`src/rtl/spi_slave_responder.sv`:
```
// SPI mode-0 slave in the clk domain: SCLK/CS_N/MOSI are oversampled, never used as clocks.
// Receives MSB-first words onto rx_data and shifts a held response word out on MISO.
module spi_slave_responder #(
    parameter int DATA_WIDTH  = 8,
    parameter int SYNC_STAGES = 2
) (
    input  logic                  clk,
    input  logic                  reset,
    input  logic                  sclk,
    input  logic                  cs_n,
    input  logic                  mosi,
    output logic                  miso,
    input  logic [DATA_WIDTH-1:0] tx_data,
    input  logic                  tx_valid,
    output logic                  tx_ready,
    output logic [DATA_WIDTH-1:0] rx_data,
    output logic                  rx_valid,
    output logic                  tx_underrun,
    output logic                  busy
);
    localparam int            CW       = $clog2(DATA_WIDTH);
    localparam logic [CW-1:0] LAST_BIT = CW'(DATA_WIDTH - 1);

    typedef enum logic [1:0] {IDLE, LOAD, SHIFT} state_t;

    state_t                 state_q, state_d;
    logic [SYNC_STAGES-1:0] sclk_sync, mosi_sync, cs_sync;
    logic [SYNC_STAGES:0]   arm_pipe;
    logic                   sclk_d, cs_d;
    logic                   sclk_s, mosi_s, cs_s, armed;
    logic                   rise, fall, cs_fall, cs_rise;
    logic                   load_word, word_done;
    logic [CW-1:0]          bit_cnt;
    logic [DATA_WIDTH-1:0]  tx_shift, rx_shift, hold;
    logic                   hold_full;

    always_ff @(posedge clk or posedge reset) begin
        if (reset) begin
            sclk_sync <= '0;
            mosi_sync <= '0;
            cs_sync   <= '1;
            sclk_d    <= 1'b0;
            cs_d      <= 1'b1;
            arm_pipe  <= '0;
        end else begin
            sclk_sync <= {sclk_sync[SYNC_STAGES-2:0], sclk};
            mosi_sync <= {mosi_sync[SYNC_STAGES-2:0], mosi};
            cs_sync   <= {cs_sync[SYNC_STAGES-2:0], cs_n};
            sclk_d    <= sclk_s;
            cs_d      <= cs_s;
            arm_pipe  <= {arm_pipe[SYNC_STAGES-1:0], 1'b1};
        end
    end

    assign sclk_s = sclk_sync[SYNC_STAGES-1];
    assign mosi_s = mosi_sync[SYNC_STAGES-1];
    assign cs_s   = cs_sync[SYNC_STAGES-1];
    // The cs synchroniser resets high; hold off cs_fall until the real pin level has
    // flushed through, so a cs_n held low across reset does not open a frame.
    assign armed   = arm_pipe[SYNC_STAGES];
    assign rise    = sclk_s & ~sclk_d;
    assign fall    = ~sclk_s & sclk_d;
    assign cs_fall = armed & ~cs_s & cs_d;
    assign cs_rise = cs_s & ~cs_d;

    always_ff @(posedge clk or posedge reset) begin
        if (reset) state_q <= IDLE;
        else       state_q <= state_d;
    end

    always_comb begin
        state_d = state_q;
        if (cs_rise) begin
            state_d = IDLE;
        end else begin
            case (state_q)
                IDLE:    if (cs_fall) state_d = LOAD;
                LOAD:    state_d = SHIFT;
                SHIFT:   state_d = SHIFT;
                default: state_d = IDLE;
            endcase
        end
    end

    always_comb begin
        miso = 1'b0;
        if (state_q == SHIFT) miso = tx_shift[DATA_WIDTH-1];
    end

    assign busy     = ~cs_s;
    assign tx_ready = ~hold_full;
    // A new tx word is needed at frame start and on the first fall after each completed word.
    assign load_word = ~cs_rise &
                       ((state_q == LOAD) || ((state_q == SHIFT) && fall && word_done));

    always_ff @(posedge clk or posedge reset) begin
        if (reset) begin
            tx_shift    <= '0;
            rx_shift    <= '0;
            rx_data     <= '0;
            rx_valid    <= 1'b0;
            tx_underrun <= 1'b0;
            bit_cnt     <= '0;
            word_done   <= 1'b0;
        end else begin
            rx_valid    <= 1'b0;
            tx_underrun <= 1'b0;
            if (cs_rise) begin
                tx_shift  <= '0;
                rx_shift  <= '0;
                bit_cnt   <= '0;
                word_done <= 1'b0;
            end else begin
                if (load_word) begin
                    tx_shift    <= hold_full ? hold : '0;
                    tx_underrun <= ~hold_full;
                    word_done   <= 1'b0;
                end else if ((state_q == SHIFT) && fall) begin
                    tx_shift <= tx_shift << 1;
                end
                if ((state_q == SHIFT) && rise) begin
                    rx_shift <= {rx_shift[DATA_WIDTH-2:0], mosi_s};
                    if (bit_cnt == LAST_BIT) begin
                        rx_data   <= {rx_shift[DATA_WIDTH-2:0], mosi_s};
                        rx_valid  <= 1'b1;
                        bit_cnt   <= '0;
                        word_done <= 1'b1;
                    end else begin
                        bit_cnt <= bit_cnt + 1'b1;
                    end
                end
            end
        end
    end

    // Transfer only happens when full, so it can never coincide with an accept.
    always_ff @(posedge clk or posedge reset) begin
        if (reset) begin
            hold      <= '0;
            hold_full <= 1'b0;
        end else if (load_word && hold_full) begin
            hold_full <= 1'b0;
        end else if (tx_valid && !hold_full) begin
            hold      <= tx_data;
            hold_full <= 1'b1;
        end
    end

endmodule

```
`config.mk`:
```
export PLATFORM = sky130hd
export DESIGN_NAME = spi_slave_responder
export DESIGN_NICKNAME = d
export VERILOG_FILES = /design/src/rtl/spi_slave_responder.sv
export SDC_FILE = /design/constraint.sdc
export NUM_CORES = 1
export LEC_CHECK = 0
export CAP_MARGIN = 20
export CORE_ASPECT_RATIO = 1.75
export CORE_MARGIN = 2
export CORE_UTILIZATION = 45
export CTS_CLUSTER_DIAMETER = 40
export CTS_CLUSTER_SIZE = 10
export DETAILED_ROUTE_END_ITERATION = 10
export GPL_ROUTABILITY_DRIVEN = 1
export PLACE_DENSITY = 0.71
export REMOVE_ABC_BUFFERS = 1
export SLEW_MARGIN = 15
export SYNTH_ARGS = -nofsm -noshare
export SYNTH_HDL_FRONTEND = slang
export SYNTH_SLANG_ARGS = --single-unit
export TNS_END_PERCENT = 100
```
`constraint.sdc`:
```
create_clock -name clk -period 3.9 [get_ports clk]
set_input_delay 1.17 -clock clk [delete_from_list [all_inputs] [get_ports clk]]
set_output_delay 1.17 -clock clk [all_outputs]
set_load 0.005 [all_outputs]
```
-- Word-level counts from Yosys, hierarchy flattened
Index checks and enable logic that the tools add are counted.
- add/sub/neg operators: 1
- equal/unequal tests: 4
- multiplexer cells: 24
- bitwise operators: 13
- reductions and logical operators: 14
- operators by type and width (cell ; number):
    $mux W8 ; 4
    $mux W7 ; 2
    $mux W1 ; 12
    $mux W3 ; 3
    $not A1 Y1 ; 7
    $and A1 B1 Y1 ; 6
    $logic_and A1 B1 Y1 ; 5
    $mux W2 ; 2
    $pmux W2 S2 ; 1
    $reduce_bool A2 Y1 ; 2
    $add A3 B1 Y3 const B ; 1
    $eq A3 B3 Y1 const B ; 1
    $ne A3 B3 Y1 const B ; 1
    $reduce_and A3 Y1 ; 1
    $reduce_bool A3 Y1 ; 1
    $eq A2 B1 Y1 const B ; 1
    $eq A2 B2 Y1 const B ; 1
    $logic_not A2 Y1 ; 1
    $reduce_and A2 Y1 ; 1
    $reduce_or A2 Y1 ; 1
    $logic_not A1 Y1 ; 1
    $logic_or A1 B1 Y1 ; 1
- bits in registers: 51
- input bits: 14
- output and inout bits: 13
- word-level logic and storage cells: 72

-- Logic depth before layout (Yosys ltp)
Gate-level depths: netlist of run 1.
- word-level depth: 10
- mapped depth: 7
- gate-level depth less buffers: 6

-- Worst setup path before layout of run 1
No wires, ideal clock.
- path kind: input-to-reg
- start point: in tx_valid
- end point: reg hold[0]
- library setup time: 0.125 ns
- data arrival time: 1.935 ns
- data required time: 3.775 ns
- slack: 1.840 ns
- stages: 3
- buffers on the path: 1
- cell sequence: nor2b_1 > clkbuf_1 > mux2_2
- cells in the longest elaborated chain, start to end: 2
- ends and longest elaborated chain (item ; RTL line ; text):
    from (decl) ; 14 ; input logic tx_valid,
    $logic_and A1 B1 Y1 ; 143 ; end else if (tx_valid && !hold_full) begin
    $reduce_and A2 Y1 (no line) ; - ;
    to (signal assigned) ; 144 ; hold <= tx_data;
    to (decl) ; 34 ; logic [DATA_WIDTH-1:0] tx_shift, rx_shift, hold;
No other way between the ends.
A chain may end at the register's enable or synchronous reset.

-- Worst setup path after layout of run 1
- start point: reg state_q[0]
- end point: out miso
- cells in the longest elaborated chain, start to end: 2
- ends and longest elaborated chain (item ; RTL line ; text):
    from (decl) ; 26 ; state_t state_q, state_d;
    from (signal assigned) ; 68 ; else state_q <= state_d;
    $eq A2 B2 Y1 ; 87 ; if (state_q == SHIFT) miso = tx_shift[DATA_WIDTH-1];
    $mux W1 ; 87 ;
    to (decl) ; 12 ; output logic miso,
No other way between the ends.

==> flow_summary.yaml, run 1 <==
place:
  dp_hpwl_um: 2620
  gp_congestion: 0.756
  placed_area_mm2: 0.00238
  port_buffers: 26
run:
  drv_cap: 0
layout:
  n_fill_cell: 396
  multi_input_area_um2: 721
  fin_area_mm2: 0.00251
  area_delta_synth_final_pct: 19.1
  seqCellArea_mm2: 0.00128
  nets: 199
  drive_gt1_share_pct: 18.8
  antennaDiodeCount: 0
synth:
  avgSynthCellArea_um2: 13.6
  synth_warnings: 0
  ys.flop_type: "dfrtp_1"
  async_flop_share_pct: 100
  yosys.cell_count.top_type: "dfrtp_1"
  yosysTopAreaCell: "dfrtp_1"
  synth.distinct_cells: 32
  synth_edf_count: 0
  yosysTopAreaCellShare_pct: 56.9
  seq_area_frac_synth_pct: 60.6
  ys_seq_elements: 51
  synthCells: 155
  synth_common_cells: "dfrtp_1, mux2_2, inv_1"
  synth_area_leaders: "dfrtp_1, mux2_2, dfstp_2, a2111o_1, a22o_1"
  synth_area_mm2: 0.00211
timing:
  fin_crit_sh_pct: 72.2
  rsz0062_at_grt: "false"
  timing.hold.ws_ps: 354
  setup-violations-final: 0
  fin_skew_ps: 7.88
  layout_min_cycle_time_ps: 2820
  fmax_mhz: 355
  report.final.slew_viol_count: 0
  worst_pin_slew_ps: 800
  final_hold_viol_count: 0
  fin_setup_tns_ps: 0
  slew_headroom_pct: 46.6
floorplanning:
  initial_core_util_pct: 46.1
  dieArea_mm2: 0.00528
  num_rows: 33
  core_area_mm2: 0.00458
  io_pins: 27
  fp.dieH_um: 94.6
  fp.dieW_um: 55.8
global_route:
  gr-total-overflow: 0
  grt_max_degree: 52
  antenna_found_initial: 0
  track_usage_pct: 16.1
  grt_pass1_vias: 1475
  grt_first_pass_wirelength_um: 6680
power_and_ir_drop:
  seqPwrFrac_pct: 52.0
  p_clk_share_pct: 26.2
  p_sw_uw: 377
  intPower_uw: 996
  p_per_area_mw_per_mm2: 546
  p_comb_share_pct: 21.8
  swShare_pct: 27.5
  leakage_nw: 1.19
  peakVddDrop_v: 0.000392
run_status:
  status: "finished, final reports clean"
clock_network:
  cts_tree: "yes"
  cts_buffers: 5
  ctsHoldBuffers: 0
  clkSinkCount: 51
  post_cts_resized: 0
  root_buffer: "clkbuf_8"
  h-tree-depth: 2
  clk-insertion-delay-late_ps: 300
  clk_pin_slew_ps: 90
  clock_path_buffers: 2
  postCtsSetupBuffers: 0
routing:
  wl_per_cell_um: 16.0
  antenna_left: 0
  wl_um: 3740
  first_pass_iters: 4
  via_count: 1313
  drc_errors: 0
  viasPerCell: 5.64
  drt_iter0_drc: 31
hold_path:
  hold_class: "flip-flop to flip-flop"
worst_setup_path:
  r2r_setup_slack_ps: 2030
  cp-start-kind: "flip-flop"
  crit_arrival_ps: 1650
  required_ps: 2730
  crit_type: "flip-flop to output port"
  cp_max_fo: 5
  worstSetupEndpointType: "output port"
## critical path: stages (launching register included)
cell and delay, ps:
dfrtp_1 400, inv_1 100, ha_1 230, and2_1 140, clkdlybuf4s50_1 490
## kinds of logic after synthesis
group | after synthesis | synth area share, %
other | 1 | 0.178
buffers and inverters | 23 | 5.22
AND/OR/NAND/NOR | 20 | 5.99
multiplexers | 17 | 9.07
adder cells (fa/ha/maj) | 5 | 2.96
flip-flops | 51 | 60.6
AO/OA/AOI/OAI | 38 | 15.9
## power groups by stage
stage          combinational, mW  sequential [mW]  clock (mW)
3_3_place_gp               0.284            0.715           0
4_1_cts                    0.302            0.714       0.375
6_report                   0.299            0.715       0.360
3_5_place_dp               0.301            0.722           0
2_1_floorplan              0.226            0.695           0
5_1_grt                    0.333            0.730       0.397
## registers in the layout (all words and copies together), names as in the netlist, 3 cells and up
signal / cells
hold: 8
rx_shift: 7
bit_cnt: 3
tx_shift: 8
arm_pipe: 3
rx_data: 8
## cell usage in the layout, fill, tap and decap left out, drive strengths merged, types with 3 or more instances in the layout
master and n:
dfrtp 48, clkdlybuf4s50 26, mux2 17, inv 13
a22o 9, o2111ai 7, a2111o 7, a2bb2oi 7
ha 5, clkbuf 5, nor2 3, dfstp 3
## layer usage
layer  vias up  global-route usage [%]  share of wire, %
li1        610                       -                 -
met1       663                    19.1                41
met2        32                    27.7                54
met3         8                    3.01               3.3
met4         0                    7.93               2.2
met5         -                       0                 0
## worst paths after layout
| check | start | endpoint | cells past startpoint |
|---|---|---|---|
| max reg2reg | state_q[0] | hold_full | 5 |
| max in group asynchronous | reset | cs_sync[1] | 3 |
| max | state_q[0] | miso | 4 |
| min | sclk_sync[0] | sclk_sync[1] | 0 |
| min reg2reg | sclk_sync[0] | sclk_sync[1] | 0 |
| min in group asynchronous | reset | hold[4] | 2 |
## cell type report
| type | instances | area share (%) |
|---|---|---|
| clock inverter | 3 | 1.74 |
| sequential | 51 | 50.9 |
| clock buffer | 5 | 2.74 |
| multi-input combinational | 81 | 28.7 |
| inverter | 13 | 1.94 |
| timing repair buffer | 28 | 11.4 |
| tap | 52 | 2.59 |
## per-stage QoR
stage                     total power, mW  std cells  setup WS [ps]  utilization, %
final                                1.37        233           1080            54.9
after global routing                 1.46        233            976            54.9
after CTS                            1.39        232           1050            54.4
after detailed placement             1.02        224           1090            52.0
after global placement              0.999        224           1190            52.0
after floorplan                     0.921        145           1510               -
Note: power is estimated with default switching activity, not from simulation.
==> run 2, diff against run 1 <==
- clock period: 3.9 -> 2.64 ns (I/O delays scaled with it)
==> run 2 against run 1 <==
Against the previous run: worst hold slack better by 2.8 ps; clock skew increased by 3.8 ps; routed wire length decreased by 0.70%; setup slack got worse by 870 ps; clock power up 26%.
==> flow_summary.yaml, run 2 (synthesis gave the netlist of run 1 again) <==
run_status:
  status: "finished, final reports clean"
routing:
  drc_errors: 0
  drt_iter0_drc: 17
  via_count: 1322
  wl_um: 3710
  first_pass_iters: 4
  viasPerCell: 5.65
  antenna_left: 0
  wl_per_cell_um: 15.9
layout:
  fin_area_mm2: 0.00250
  area_delta_synth_final_pct: 18.5
  antennaDiodeCount: 0
  drive_gt1_share_pct: 18.7
  layout_common_cells: "dfrtp_1, clkdlybuf4s50_1, mux2_2, inv_1, a22o_1"
  nets: 200
  final_util_pct: 54.6
  layout_commonest_cell: "dfrtp_1"
  fin_cells: 234
  n_fill_cell: 382
  largestRegisters: "hold x8, rx_data x8, tx_shift x8"
timing:
  layout_min_cycle_time_ps: 2430
  fmax_mhz: 412
  report.final.slew_viol_count: 0
  rsz0062_at_grt: "false"
  worst_pin_slew_ps: 601
  setup-violations-final: 0
  slew_headroom_pct: 59.8
  final_hold_viol_count: 0
  fin_crit_sh_pct: 91.9
  fin_setup_tns_ps: 0
  fin_skew_ps: 11.7
place:
  dp_cells: 226
  port_buffers: 26
  gp_congestion: 0.776
  placed_area_mm2: 0.00241
  dp_hpwl_um: 2630
power_and_ir_drop:
  p_per_area_mw_per_mm2: 782
  p_sw_uw: 549
  seqPwrFrac_pct: 53.8
  p_comb_share_pct: 23.0
  swShare_pct: 28.1
  leakage_nw: 1.19
  p_clk_share_pct: 23.2
  peakVddDrop_v: 0.000634
  intPower_mw: 1.41
clock_network:
  post_cts_resized: 0
  clock_path_buffers: 2
  h-tree-depth: 2
  clk_pin_slew_ps: 80
  root_buffer: "clkbuf_8"
  clkSinkCount: 51
  ctsHoldBuffers: 0
  postCtsSetupBuffers: 0
  clk-insertion-delay-late_ps: 300
  cts_buffers: 5
  cts_tree: "yes"
floorplanning:
  core_area_mm2: 0.00458
  num_rows: 33
  initial_core_util_pct: 46.1
  dieArea_mm2: 0.00528
  io_pins: 27
  fp.dieH_um: 94.6
  fp.dieW_um: 55.8
worst_setup_path:
  cp-start-kind: "flip-flop"
  cp_max_fo: 5
  required_ps: 1850
  crit_type: "flip-flop to output port"
  r2r-start: "state_q[0]"
  crit_arrival_ps: 1630
  worstSetupEndpointType: "output port"
  path_cells: "inv_1 -> ha_1 -> and2_1 -> clkdlybuf4s50_1"
  setup.worst_path.start: "state_q[0]"
  path_buf_inv: 2
  critical-path-top-delay-family: "buffers and inverters"
  max_stage_delay_ps: 490
  slowest_stage: "clkdlybuf4s50_1"
global_route:
  grt_pass1_vias: 1410
  grt_max_degree: 52
  track_usage_pct: 16.1
  gr-total-overflow: 0
  grt_first_pass_wirelength_um: 6560
  antenna_found_initial: 0
run:
  drv_cap: 0
hold_path:
  worstHoldStart: "sclk_sync[0]"
  hold_class: "flip-flop to flip-flop"
==> run 2: cell type report <==
type                            count  area, µm²  area share (%)
Tap cell                           52       65.1            2.60
Clock inverter                      1       5.00           0.200
Sequential cell                    51       1280            51.2
Timing Repair Buffer               29        295            11.8
Clock buffer                        7       86.3            3.45
Inverter                           13       48.8            1.95
Multi-Input combinational cell     81        721            28.8
==> run 2: power by group through the flow <==
stage	Sequential, mW	Clock (mW)	Combinational [mW]
2_1_floorplan	1.03	0	0.334
3_3_place_gp	1.06	0	0.427
3_5_place_dp	1.07	0	0.456
4_1_cts	1.05	0.469	0.457
5_1_grt	1.07	0.507	0.502
6_report	1.05	0.453	0.450
==> run 2: final timing paths <==
check	to	slack, ps	cells after the start
worst max-delay path	miso	220	4
worst min-delay path	sclk_sync[1]	360	0
worst max register to register	hold_full	780	5
worst min register to register	sclk_sync[1]	360	0
max in group asynchronous	cs_d	1510	3
min in group asynchronous	hold[1]	840	3
==> run 2: metrics by stage <==
step	power (mW)	setup WS (ps)	hold WS, ps
CTS	1.98	204	363
detailed placement	1.52	545	340
floorplan	1.36	623	331
finish	1.95	215	357
global route	2.08	84.0	365
global placement	1.48	569	332
==> run 2: per-layer routing <==
metal | track usage [%] | vias to the layer above | part of all wire, %
met5 | 0 | - | 0
met4 | 9.35 | 0 | 2.4
met3 | 3.70 | 5 | 3.8
met2 | 26.9 | 29 | 52
met1 | 19.1 | 670 | 41
li1 | - | 618 | -
